<file path="src/rtl/round_controller.sv">
// Round sequencer for a two-player door game: start -> timed countdown -> wait for CPU
// evaluation -> inter-round gap -> next round or game over.
module round_controller #(
    parameter int unsigned TICKS_PER_SEC = 25000000,
    parameter int unsigned ROUND_SECS    = 10,
    parameter int unsigned GAP_CYCLES    = 16,
    parameter int unsigned MAX_ROUNDS    = 8
) (
    input  logic       clk,
    input  logic       reset,
    input  logic       start,
    input  logic [3:0] posJ1_in,
    input  logic [3:0] posJ2_in,
    input  logic       ack,
    input  logic [1:0] p1_lives,
    input  logic [1:0] p2_lives,
    output logic       time_up,
    output logic [3:0] posJ1,
    output logic [3:0] posJ2,
    output logic [7:0] seconds_left,
    output logic [3:0] round_count,
    output logic       game_over
);

    localparam int unsigned TICK_W = (TICKS_PER_SEC > 1) ? $clog2(TICKS_PER_SEC) : 1;
    localparam int unsigned GAP_W  = (GAP_CYCLES > 1) ? $clog2(GAP_CYCLES) : 1;

    localparam logic [TICK_W-1:0] TICK_LAST  = TICK_W'(TICKS_PER_SEC - 1);
    localparam logic [GAP_W-1:0]  GAP_LAST   = GAP_W'(GAP_CYCLES - 1);
    localparam logic [7:0]        SECS_INIT  = 8'(ROUND_SECS);
    localparam logic [3:0]        ROUND_LAST = 4'(MAX_ROUNDS);
    localparam logic [3:0]        DOOR_INIT  = 4'b1000;

    typedef enum logic [2:0] {
        StIdle,
        StCount,
        StEval,
        StNext,
        StOver
    } state_e;

    state_e            state_q;
    logic [TICK_W-1:0] tick_q;
    logic [GAP_W-1:0]  gap_q;

    logic tick_wrap;
    logic round_end;
    logic gap_done;
    logic game_end;

    always_comb begin
        tick_wrap = (tick_q == TICK_LAST);
        // Last tick of the final second: the edge that ends the round.
        round_end = tick_wrap && (seconds_left == 8'd1);
        gap_done  = (gap_q == GAP_LAST);
        game_end  = (p1_lives == 2'd0) || (p2_lives == 2'd0) || (round_count >= ROUND_LAST);
    end

    always_ff @(posedge clk or posedge reset) begin
        if (reset) begin
            state_q      <= StIdle;
            tick_q       <= '0;
            gap_q        <= '0;
            time_up      <= 1'b0;
            game_over    <= 1'b0;
            posJ1        <= DOOR_INIT;
            posJ2        <= DOOR_INIT;
            seconds_left <= 8'd0;
            round_count  <= 4'd0;
        end else begin
            case (state_q)
                StIdle, StOver: begin
                    if (start) begin
                        state_q      <= StCount;
                        round_count  <= 4'd1;
                        seconds_left <= SECS_INIT;
                        tick_q       <= '0;
                        posJ1        <= DOOR_INIT;
                        posJ2        <= DOOR_INIT;
                        game_over    <= 1'b0;
                    end
                end

                StCount: begin
                    if (round_end) begin
                        // Selections freeze on this edge; inputs seen here are discarded.
                        state_q      <= StEval;
                        time_up      <= 1'b1;
                        seconds_left <= 8'd0;
                        tick_q       <= '0;
                    end else begin
                        if (tick_wrap) begin
                            tick_q <= '0;
                            if (seconds_left != 8'd0) begin
                                seconds_left <= seconds_left - 8'd1;
                            end
                        end else begin
                            tick_q <= tick_q + TICK_W'(1);
                        end
                        if ($onehot(posJ1_in)) begin
                            posJ1 <= posJ1_in;
                        end
                        if ($onehot(posJ2_in)) begin
                            posJ2 <= posJ2_in;
                        end
                    end
                end

                StEval: begin
                    if (ack) begin
                        state_q <= StNext;
                        time_up <= 1'b0;
                        gap_q   <= '0;
                    end
                end

                StNext: begin
                    if (gap_done) begin
                        gap_q <= '0;
                        if (game_end) begin
                            state_q   <= StOver;
                            game_over <= 1'b1;
                        end else begin
                            state_q      <= StCount;
                            seconds_left <= SECS_INIT;
                            tick_q       <= '0;
                            if (round_count != 4'hF) begin
                                round_count <= round_count + 4'd1;
                            end
                        end
                    end else begin
                        gap_q <= gap_q + GAP_W'(1);
                    end
                end

                default: begin
                    state_q <= StIdle;
                end
            endcase
        end
    end

endmodule

</file>
<file path="config.mk">
export PLATFORM = sky130hd
export DESIGN_NAME = round_controller
export DESIGN_NICKNAME = d
export VERILOG_FILES = /design/src/rtl/round_controller.sv
export SDC_FILE = /design/constraint.sdc
export NUM_CORES = 1
export LEC_CHECK = 0
export BUFFER_PORTS_ARGS = -buffer_cell sky130_fd_sc_hd__buf_2
export CAP_MARGIN = 20
export CORE_MARGIN = 1
export CORE_UTILIZATION = 50
export CTS_CLUSTER_DIAMETER = 80
export CTS_CLUSTER_SIZE = 8
export DETAILED_ROUTE_END_ITERATION = 8
export GPL_ROUTABILITY_DRIVEN = 0
export PLACE_DENSITY = 0.8
export SETUP_SLACK_MARGIN = 0.15
export SYNTH_ARGS = -nofsm -noshare
export SYNTH_HDL_FRONTEND = slang
export SYNTH_SLANG_ARGS = --single-unit
export TNS_END_PERCENT = 30
</file>
<file path="constraint.sdc">
create_clock -name clk -period 6 [get_ports clk]
set_input_delay 1.2 -clock clk [delete_from_list [all_inputs] [get_ports clk]]
set_output_delay 1.2 -clock clk [all_outputs]
set_load 0.1 [all_outputs]
</file>
==> impl_metrics.ini <==
[timing]
layout_min_cycle_time_ns = 3.193
drv_slew = 0
fin_setup_tns_ns = 0
setup_ws_ns = 2.807
setup_viol = 0
hold_viol = 0
fin_crit_sh_pct = 53.22
rsz0062_at_grt = no
fmax_mhz = 313.2
skew_ns = 0.01185
worst_pin_slew_ns = 0.8981
maxSlewHeadroom_pct = 40.00

[floorplan]
num_rows = 28
design.core.area_mm2 = 0.005991
ios = 38
fp.dieW_um = 81.35
start_util_pct = 52.55
fp.dieArea_mm2 = 0.006617
die_h_um = 81.35

[routing]
vias_per_cell = 6.059
antenna_left = 0
routed_wirelength_um = 6780
drtPass1Iterations = 4
drt_iter0_drc = 149
drc = 0
vias = 2684
wl_per_cell_um = 15.30

[cells_and_area]
layout.nets = 395
fin_area_mm2 = 0.003478
num-fill-cells = 525
diodes = 0
area_growth_pct = 10.49
finalNonFillerCells = 443
multiInputGateArea_mm2 = 0.001665
drive_gt1_share_pct = 15.22
seqCellArea_mm2 = 0.001354

[yosys]
synth-async-reset-ratio_pct = 100.0
ys.flop_type = dfrtp_1
netlist_area_mm2 = 0.003148
ys_ff_latch = 54
ys_warn_count = 0
syn_inst = 333
synth_area_per_cell_um2 = 9.454
ys_types = 51
synth_edf_count = 0
synthesis.nets = 361
ys_seq_area_share_pct = 43.00

[cts]
postCtsSetupBuffers = 0
cts_made_buffers = 5
clock_sinks = 54
cts_resized = 0
htreeDepth = 2
cts_tree = done
path_clk_slew_ns = 0.10
clk_latency_ns = 0.31
cts_buffer_depth = 2
root_buffer = clkbuf_8
hold_buffers = 0

[hold_path]
min_delay_worst_endpoint = game_over$_DFFE_PP0P_
hp-start = game_over$_DFFE_PP0P_
holdPathStages = 2
min_path_type = flip-flop to flip-flop

[global_route]
grt_use_total_pct = 22.02
antenna_found_initial = 0
grt_remaining_overflow = 0
first_global_vias = 2507
grt_max_degree = 55
grt_pass1_wl_um = 11260

[setup_path]
arrival_ns = 3.42
r2r_start = state_q[1]$_DFFE_PP0P_
critPathRequiredTime_ns = 6.23
worstPathMaxFanout = 14
rrSetupSlack_ns = 3.20
worstSetupStartpointType = input pin
ff2ff_path_depth = 5
r2r_end = tick_q[21]$_DFFE_PP0P_
worstSetupPathType = input pin to flip-flop
endpoint_kind = flip-flop

[pwr]
power_density_mw_per_mm2 = 380.4
ir_drop_mv = 0.3465
p_leak_uw = 0.001598

[place]
place_ws_ns = 2.509
placedCellCount = 435
io_buffers = 37
placed_area_mm2 = 0.003396
dp_hpwl_um = 4816

[status]
status = finished clean

[job]
maxCapViolations = 0
==> per-stage QoR <==
| step | total power [uW] | utilization [%] | hold WS [ns] |
|---|---|---|---|
| 5_1_grt | 1398 | 58.06 | 0.5074 |
| 3_5_place_dp | 1132 | 56.68 | 0.4720 |
| 2_1_floorplan | 1014 | - | 0.4436 |
| 6_report | 1323 | 58.06 | 0.4894 |
| 3_3_place_gp | 1113 | 56.68 | 0.4712 |
| 4_1_cts | 1330 | 58.06 | 0.4954 |
==> area by class of cell <==
type	instances	area share [%]
Multi-Input combinational cell	246	47.88
Sequential cell	54	38.92
Timing Repair Buffer	40	5.971
Tap cell	75	2.698
Inverter	20	2.158
Clock buffer	6	2.086
Clock inverter	2	0.2878
==> critical path: stages <==
cell and delay, ns:
buf_2 0.11, or3b_1 0.51, a2bb2oi_4 0.42, nand2_1 0.40
or4_1 0.60, a21oi_1 0.18
==> cells in the mapped netlist (2+ instances only) <==
master    number  area (um2)
dfrtp_1       52        1301
nor2_1        30       112.6
a21oi_1       20       100.1
inv_1         20       75.07
o21ai_0       20       100.1
nand4_1       17       106.4
nand2_1       14       52.55
nand3_1       12       60.06
and3_1        11       68.82
xor2_1        11       96.34
ha_1          10       125.1
clkbuf_1       9       33.78
o31ai_1        9       67.56
or3_1          7       43.79
a32o_1         6       60.06
nor3b_1        6       45.04
nand2b_1       5       31.28
nor2b_1        5       31.28
a22o_1         4       35.03
a31oi_1        4       25.02
and2_1         4       25.02
and4_1         4       35.03
nor3_1         4       20.02
or4_1          4       30.03
a22oi_1        3       22.52
buf_2          3       15.01
mux2i_1        3       30.03
nand3b_1       3       22.52
xnor2_1        3       26.28
a21o_1         2       15.01
dfstp_2        2       52.55
fa_1           2       40.04
mux2_2         2       22.52
nor4_1         2       12.51
nor4b_1        2       17.52
o21a_1         2       15.01
o22ai_1        2       12.51
==> how the worst max path moves through the flow <==
stage           startpoint                      to  slack [ns]  cells past startpoint
2_1_floorplan  posJ1_in[0]    posJ1[0]$_DFFE_PP0P_        3.03                      8
3_3_place_gp         start  tick_q[21]$_DFFE_PP0P_        2.64                      6
3_5_place_dp         start  tick_q[21]$_DFFE_PP0P_        2.51                      6
4_1_cts              start  tick_q[21]$_DFFE_PP0P_        2.83                      6
5_1_grt              start  tick_q[21]$_DFFE_PP0P_        2.68                      6
6_report             start  tick_q[21]$_DFFE_PP0P_        2.81                      6
==> logic make-up (layout without fill, tap and decap cells) <==
group / after synthesis / in the layout / synth area share (%)
xor+xnor: 14 / 14 / 3.895
flops: 54 / 54 / 43.00
simple gates: 136 / 136 / 25.32
compound gates: 79 / 79 / 16.77
fa+ha+maj: 12 / 12 / 5.246
mux: 5 / 5 / 1.669
buf+inv: 33 / 68 / 4.093
==> state kept, by name (all words and copies together), names as in the netlist <==
register and flops:
game_over 1, gap_q 4, posJ1 4, posJ2 4, round_count 4, seconds_left 8
state_q 3, tick_q 25, time_up 1
==> where the power goes <==
group	leakage, uW	internal, uW	switching (uW)
clock network	0.0000450	81.3	116
registers	0.000703	417	59.1
logic	0.000850	154	496
==> layout by cell type, fill, tap and decap left out, drive strengths merged, types with 4 or more instances in the layout <==
master  Yosys  routed
o31ai       9       9
nand4      18      18
nand2      14      14
buf         3      40
or4         4       4
nand2b      5       5
xor2       11      11
nor3b       7       7
and4        4       4
a22o        4       4
and2        4       4
a21oi      20      20
or3         7       7
nor2       30      30
inv        20      20
nor3        4       4
and3       11      11
nor2b       5       5
a32o        6       6
dfrtp      52      52
o21ai      21      21
clkbuf     10       6
a31oi       4       4
ha         10      10
nand3      12      12
==> routing by layer <==
layer  track usage, %  up-vias  wire length (um)
li1                 -     1290                 -
met1            27.11     1326              3110
met4            6.964        0                59
met5                0        -                 0
met2            38.58       62              3312
met3            4.157        6               298
Power figures use the tool's default switching activity.
